===== config.mk =====
export PLATFORM = sky130hd
export DESIGN_NAME = s_wb_sequencer
export DESIGN_NICKNAME = d
export VERILOG_FILES = /design/src/rtl/s_wb_sequencer.sv
export SDC_FILE = /design/constraint.sdc
export NUM_CORES = 1
export LEC_CHECK = 0
export BUFFER_PORTS_ARGS = -buffer_cell sky130_fd_sc_hd__buf_2
export CAP_MARGIN = 20
export CORE_ASPECT_RATIO = 0.7
export CORE_MARGIN = 3
export CORE_UTILIZATION = 40
export DETAILED_ROUTE_END_ITERATION = 8
export GPL_TIMING_DRIVEN = 0
export MAX_ROUTING_LAYER = met4
export PLACE_DENSITY_LB_ADDON = 0.15
export SLEW_MARGIN = 15
export SYNTH_ARGS = -nofsm -noshare
export SYNTH_HDL_FRONTEND = slang
export SYNTH_SLANG_ARGS = --single-unit

===== constraint.sdc =====
create_clock -name clk -period 11.07 [get_ports clk]
set_input_delay 1.107 -clock clk [delete_from_list [all_inputs] [get_ports clk]]
set_output_delay 1.107 -clock clk [all_outputs]
set_load 0.1 [all_outputs]

===== src/rtl/s_wb_sequencer.sv =====
// s_wb_sequencer: single write-port sequencer for the S register file.
// Arbitrates four result sources, buffers losers in hold regs, tracks reservations.
//
// Ports:
//   clk, rst            clock, synchronous active-high reset
//   i_rsv_en/i_rsv_addr issue-side destination reservation
//   i_res_vld/addr/data per-source result pulses (packed by source index)
//   o_wr_en/addr/data   register file write port (combinational grant)
//   o_busy              per-register reservation bits
//   o_hold              per-source hold occupancy
//   o_err               sticky: [0] hold overflow, [1] busy reserve, [2] unreserved write
module s_wb_sequencer #(
  parameter int WIDTH    = 64,
  parameter int DEPTH    = 8,
  parameter int LOGDEPTH = 3,
  parameter int NSRC     = 4
) (
  input  logic                     clk,
  input  logic                     rst,
  input  logic                     i_rsv_en,
  input  logic [LOGDEPTH-1:0]      i_rsv_addr,
  input  logic [NSRC-1:0]          i_res_vld,
  input  logic [NSRC*LOGDEPTH-1:0] i_res_addr,
  input  logic [NSRC*WIDTH-1:0]    i_res_data,
  output logic                     o_wr_en,
  output logic [LOGDEPTH-1:0]      o_wr_addr,
  output logic [WIDTH-1:0]         o_wr_data,
  output logic [DEPTH-1:0]         o_busy,
  output logic [NSRC-1:0]          o_hold,
  output logic [2:0]               o_err
);

  logic [NSRC-1:0]                hold_vld_q, hold_vld_d;
  logic [NSRC-1:0][LOGDEPTH-1:0]  hold_addr_q, hold_addr_d;
  logic [NSRC-1:0][WIDTH-1:0]     hold_data_q, hold_data_d;
  logic [DEPTH-1:0]               busy_q, busy_d;
  logic [2:0]                     err_q, err_d;

  logic [NSRC-1:0]     cand;
  logic [NSRC-1:0]     gnt;
  logic                found;
  logic                wr_en;
  logic [LOGDEPTH-1:0] wr_addr;
  logic [WIDTH-1:0]    wr_data;
  logic                ovf;

  // Fixed-priority grant; a held entry is older than a fresh one on its source.
  always_comb begin
    cand    = hold_vld_q | i_res_vld;
    gnt     = '0;
    found   = 1'b0;
    wr_addr = '0;
    wr_data = '0;
    for (int s = 0; s < NSRC; s++) begin
      if (cand[s] && !found) begin
        found  = 1'b1;
        gnt[s] = 1'b1;
        if (hold_vld_q[s]) begin
          wr_addr = hold_addr_q[s];
          wr_data = hold_data_q[s];
        end else begin
          wr_addr = i_res_addr[s*LOGDEPTH +: LOGDEPTH];
          wr_data = i_res_data[s*WIDTH +: WIDTH];
        end
      end
    end
    wr_en = found & ~rst;
  end

  // Hold registers: free on grant (refilled by a same-cycle arrival),
  // capture ungranted arrivals, flag overflow when already occupied.
  always_comb begin
    hold_vld_d  = hold_vld_q;
    hold_addr_d = hold_addr_q;
    hold_data_d = hold_data_q;
    ovf         = 1'b0;
    for (int s = 0; s < NSRC; s++) begin
      if (gnt[s]) begin
        if (hold_vld_q[s]) begin
          hold_vld_d[s]  = i_res_vld[s];
          hold_addr_d[s] = i_res_addr[s*LOGDEPTH +: LOGDEPTH];
          hold_data_d[s] = i_res_data[s*WIDTH +: WIDTH];
        end
      end else if (i_res_vld[s]) begin
        if (hold_vld_q[s]) begin
          ovf = 1'b1;
        end else begin
          hold_vld_d[s]  = 1'b1;
          hold_addr_d[s] = i_res_addr[s*LOGDEPTH +: LOGDEPTH];
          hold_data_d[s] = i_res_data[s*WIDTH +: WIDTH];
        end
      end
    end
  end

  // Reservations: a same-cycle set overrides the write's clear (new owner).
  always_comb begin
    busy_d = busy_q;
    err_d  = err_q;
    if (wr_en) busy_d[wr_addr] = 1'b0;
    if (i_rsv_en) busy_d[i_rsv_addr] = 1'b1;
    if (ovf) err_d[0] = 1'b1;
    if (i_rsv_en && busy_q[i_rsv_addr] &&
        !(wr_en && (wr_addr == i_rsv_addr)))
      err_d[1] = 1'b1;
    if (wr_en && !busy_q[wr_addr]) err_d[2] = 1'b1;
  end

  always_ff @(posedge clk) begin
    if (rst) begin
      hold_vld_q <= '0;
      busy_q     <= '0;
      err_q      <= '0;
    end else begin
      hold_vld_q <= hold_vld_d;
      busy_q     <= busy_d;
      err_q      <= err_d;
    end
  end

  // Payload only matters while its valid bit is set.
  always_ff @(posedge clk) begin
    hold_addr_q <= hold_addr_d;
    hold_data_q <= hold_data_d;
  end

  assign o_wr_en   = wr_en;
  assign o_wr_addr = wr_addr;
  assign o_wr_data = wr_data;
  assign o_busy    = busy_q;
  assign o_hold    = hold_vld_q;
  assign o_err     = err_q;

endmodule


==> results.txt <==
Initial Util: 40.8%
die area: 44,600 um2
Layout Nets: 2,005
num rows: 62
Cells after Synth: 1,324
initial antenna violation count: 23
Hold Crit Class: reg -> reg
Max clock buf depth: 3
critical path startpoint category: flop
Crit Reg-Reg Endpoint: hold_data_q[116]
DR vias: 12,900
Synthesis Warnings: 0
RR Startpoint: o_hold[0]
Area Overhead vs Synth: 22.8%
worst min-delay path endpoint: o_busy[4]
#FFs+latches synth: 283
DRC: 0
vias per cell: 5.57
H-tree depth: 2
CP required: 9960 ps
worst vdd ir: 0.0000983 V
commonest non-fill, non-tap cell in the layout: buf_2
Mean Syn Cell Area: 12.7 um2
fin. max-slew vios: 0
total wire length after detailed routing: 54,200 um
Pleak: 7.77 nW
Post-CTS Hold Buffers: 0
setup bufs post-CTS: 0
hold path startpoint: o_busy[4]
pin count of the biggest net entering global routing: 41
Net Count, Synth: 1,606
dpl hpwl: 40,000 um
grt ovf: 0
Core ar.: 41,300 um2
DRT Pass-1 Iters: 5
worst path cell trace: clkbuf_1 -> buf_1 -> clkbuf_1 -> inv_1 -> ha_1 -> clkbuf_1 -> nor3b_1 -> nand2_1 -> clkbuf_1 -> clkbuf_1 -> o21ai_0 -> o221ai_1 -> buf_2
WL/cell: 23.4 um
final hold viol count: 0
Synth Flop Type: edfxtp_1
layout cells sized above 1: 41.0%
crit share post-route: 63.7%
Worst Max-Slew Pin Slew: 1140 ps
Clock Tree Root: clkbuf_16
Tmin final: 7060 ps
Post-synth EDFFs: 268
most frequent cells in the layout: buf_2, mux2_2, edfxtp_1
maximum clock frequency: 142 MHz
status: finished clean
# Max-Cap Violations: 0
cell family contributing the most delay on the critical path: buffers and inverters
first-pass GRT wire length: 79,600 um
critical path's most frequent cell: clkbuf_1
Slew HR: 24.1%
Synth cell types: 55
Setup WS pre-CTS: 4580 ps
vias in the first global route: 12,800
RSZ-0062 raised after global routing: false
IO Count: 361
sequential fraction of the synthesis area: 49.6%
CTS tree: yes
PD cells: 172 nW/um2
Reg clk slew, reported paths: 60 ps
1st-iter DRT viols: 866
TNS Setup: 0 ps
Critical Path Fanout Max: 10
GPL Wtd Cong: 0.816
clock insertion delay at the later pin of the skew report: 520 ps
Die Wd: 251 um
worst reg2reg path depth: 10
Setup crit end kind: primary output
r2r setup slk: 5950 ps
Tot Pwr: 0.00356 W
clock skew: 12.6 ps
Die H: 178 um
worst hold stages: 2
Final Worst Setup Slack: 4010 ps
Worst path max stage delay: 850 ps
final antenna-violating net count: 0
Crit Path Category: reg -> out
Final setup violation count: 0
post_cts resized: 0
GRT Resource Usage Total: 24.2%
I/O Buffers: 357
clock sink count: 283
Worst path slowest cell: clkbuf_1
utilization after layout: 50.1%
Arr. time, crit path: 5950 ps
Synth Cell Area: 16,800 um2
ys async rst share: 0%
buffers and inverters on the worst path: 8
total CTS buffers: 34
worst reg2reg max path: cells and delay by family (launching register included):
family,cells,cell delay [ps]
fa+ha+maj,1,250
flops,1,360
simple gates,1,270
buf+inv,7,3570
mux,1,410
cell usage after synthesis, types with 7 or more instances:
library cell | number | area, um2
a21oi_1 | 18 | 90.1
buf_1 | 32 | 120
buf_2 | 7 | 35.0
clkbuf_1 | 71 | 267
dfxtp_1 | 15 | 300
edfxtp_1 | 268 | 8050
mux2_2 | 276 | 3110
mux2i_1 | 258 | 2580
nand2_1 | 22 | 82.6
nand3_1 | 9 | 45.0
nor2_1 | 76 | 285
nor3_1 | 64 | 320
o21ai_0 | 67 | 335
o221ai_1 | 65 | 569
worst max-delay path by stage:
stage,start,end,slack (ps),cells past startpoint
after global placement,o_hold[0],hold_data_q[34],3150,7
final,o_hold[0],o_wr_data[61],4010,13
after detailed placement,o_hold[0],o_wr_data[36],4580,13
after floorplan,o_hold[0],hold_addr_q[0],5120,7
after global routing,o_hold[0],o_wr_data[61],3670,13
after CTS,o_hold[0],o_wr_data[36],3990,13
kinds of logic after synthesis:
kind of cell / Yosys count / synth area share, %
xor gates and xnor gates: 3 / 0.156
muxes: 536 / 34.1
DFF: 283 / 49.6
adders and majority gates: 4 / 0.297
AOI/OAI and AO/OA: 184 / 7.67
and+or+nand+nor: 194 / 5.42
buffers and inverters: 120 / 2.84
layout make-up:
| type | count | area, um2 |
|---|---|---|
| clock inverter | 21 | 201 |
| sequential | 283 | 8350 |
| timing repair buffer | 363 | 1940 |
| antenna | 24 | 60.1 |
| buffer | 113 | 452 |
| multi-input combinational | 921 | 8040 |
| inverter | 7 | 26.3 |
| clock buffer | 39 | 933 |
| tap | 544 | 681 |
| fill | 3785 | 20600 |
where the power goes:
group | leakage (nW) | switching, W | internal (W)
sequential | 2.71 | 0.0000456 | 0.00130
clock | 0.568 | 0.000467 | 0.000697
combinational | 4.50 | 0.000732 | 0.000310
metrics by stage:
stage | area (um2) | hold slack (ps) | cells
after floorplan | 16800 | 544 | 1324
after global placement | 19300 | 494 | 2225
after detailed placement | 19500 | 511 | 2231
after CTS | 20600 | 517 | 2291
after global routing | 20700 | 557 | 2314
final | 20700 | 519 | 2315
flip-flops by register name (all words and copies together) (netlist names):
signal,cells
o_err,3
hold_addr_q,12
o_hold,4
hold_data_q,256
o_busy,8
routing by layer:
metal / routed length [um] / global-route usage [%] / vias to the layer above / share of wire, %
met1: 25200 / 33.4 / 6399 / 46
met2: 24100 / 36.3 / 411 / 45
met4: 1310 / 6.74 / 0 / 2.4
li1: - / - / 6019 / -
met3: 3560 / 5.16 / 74 / 6.6
met5: 0 / - / - / 0
Power figures use the tool's default switching activity.
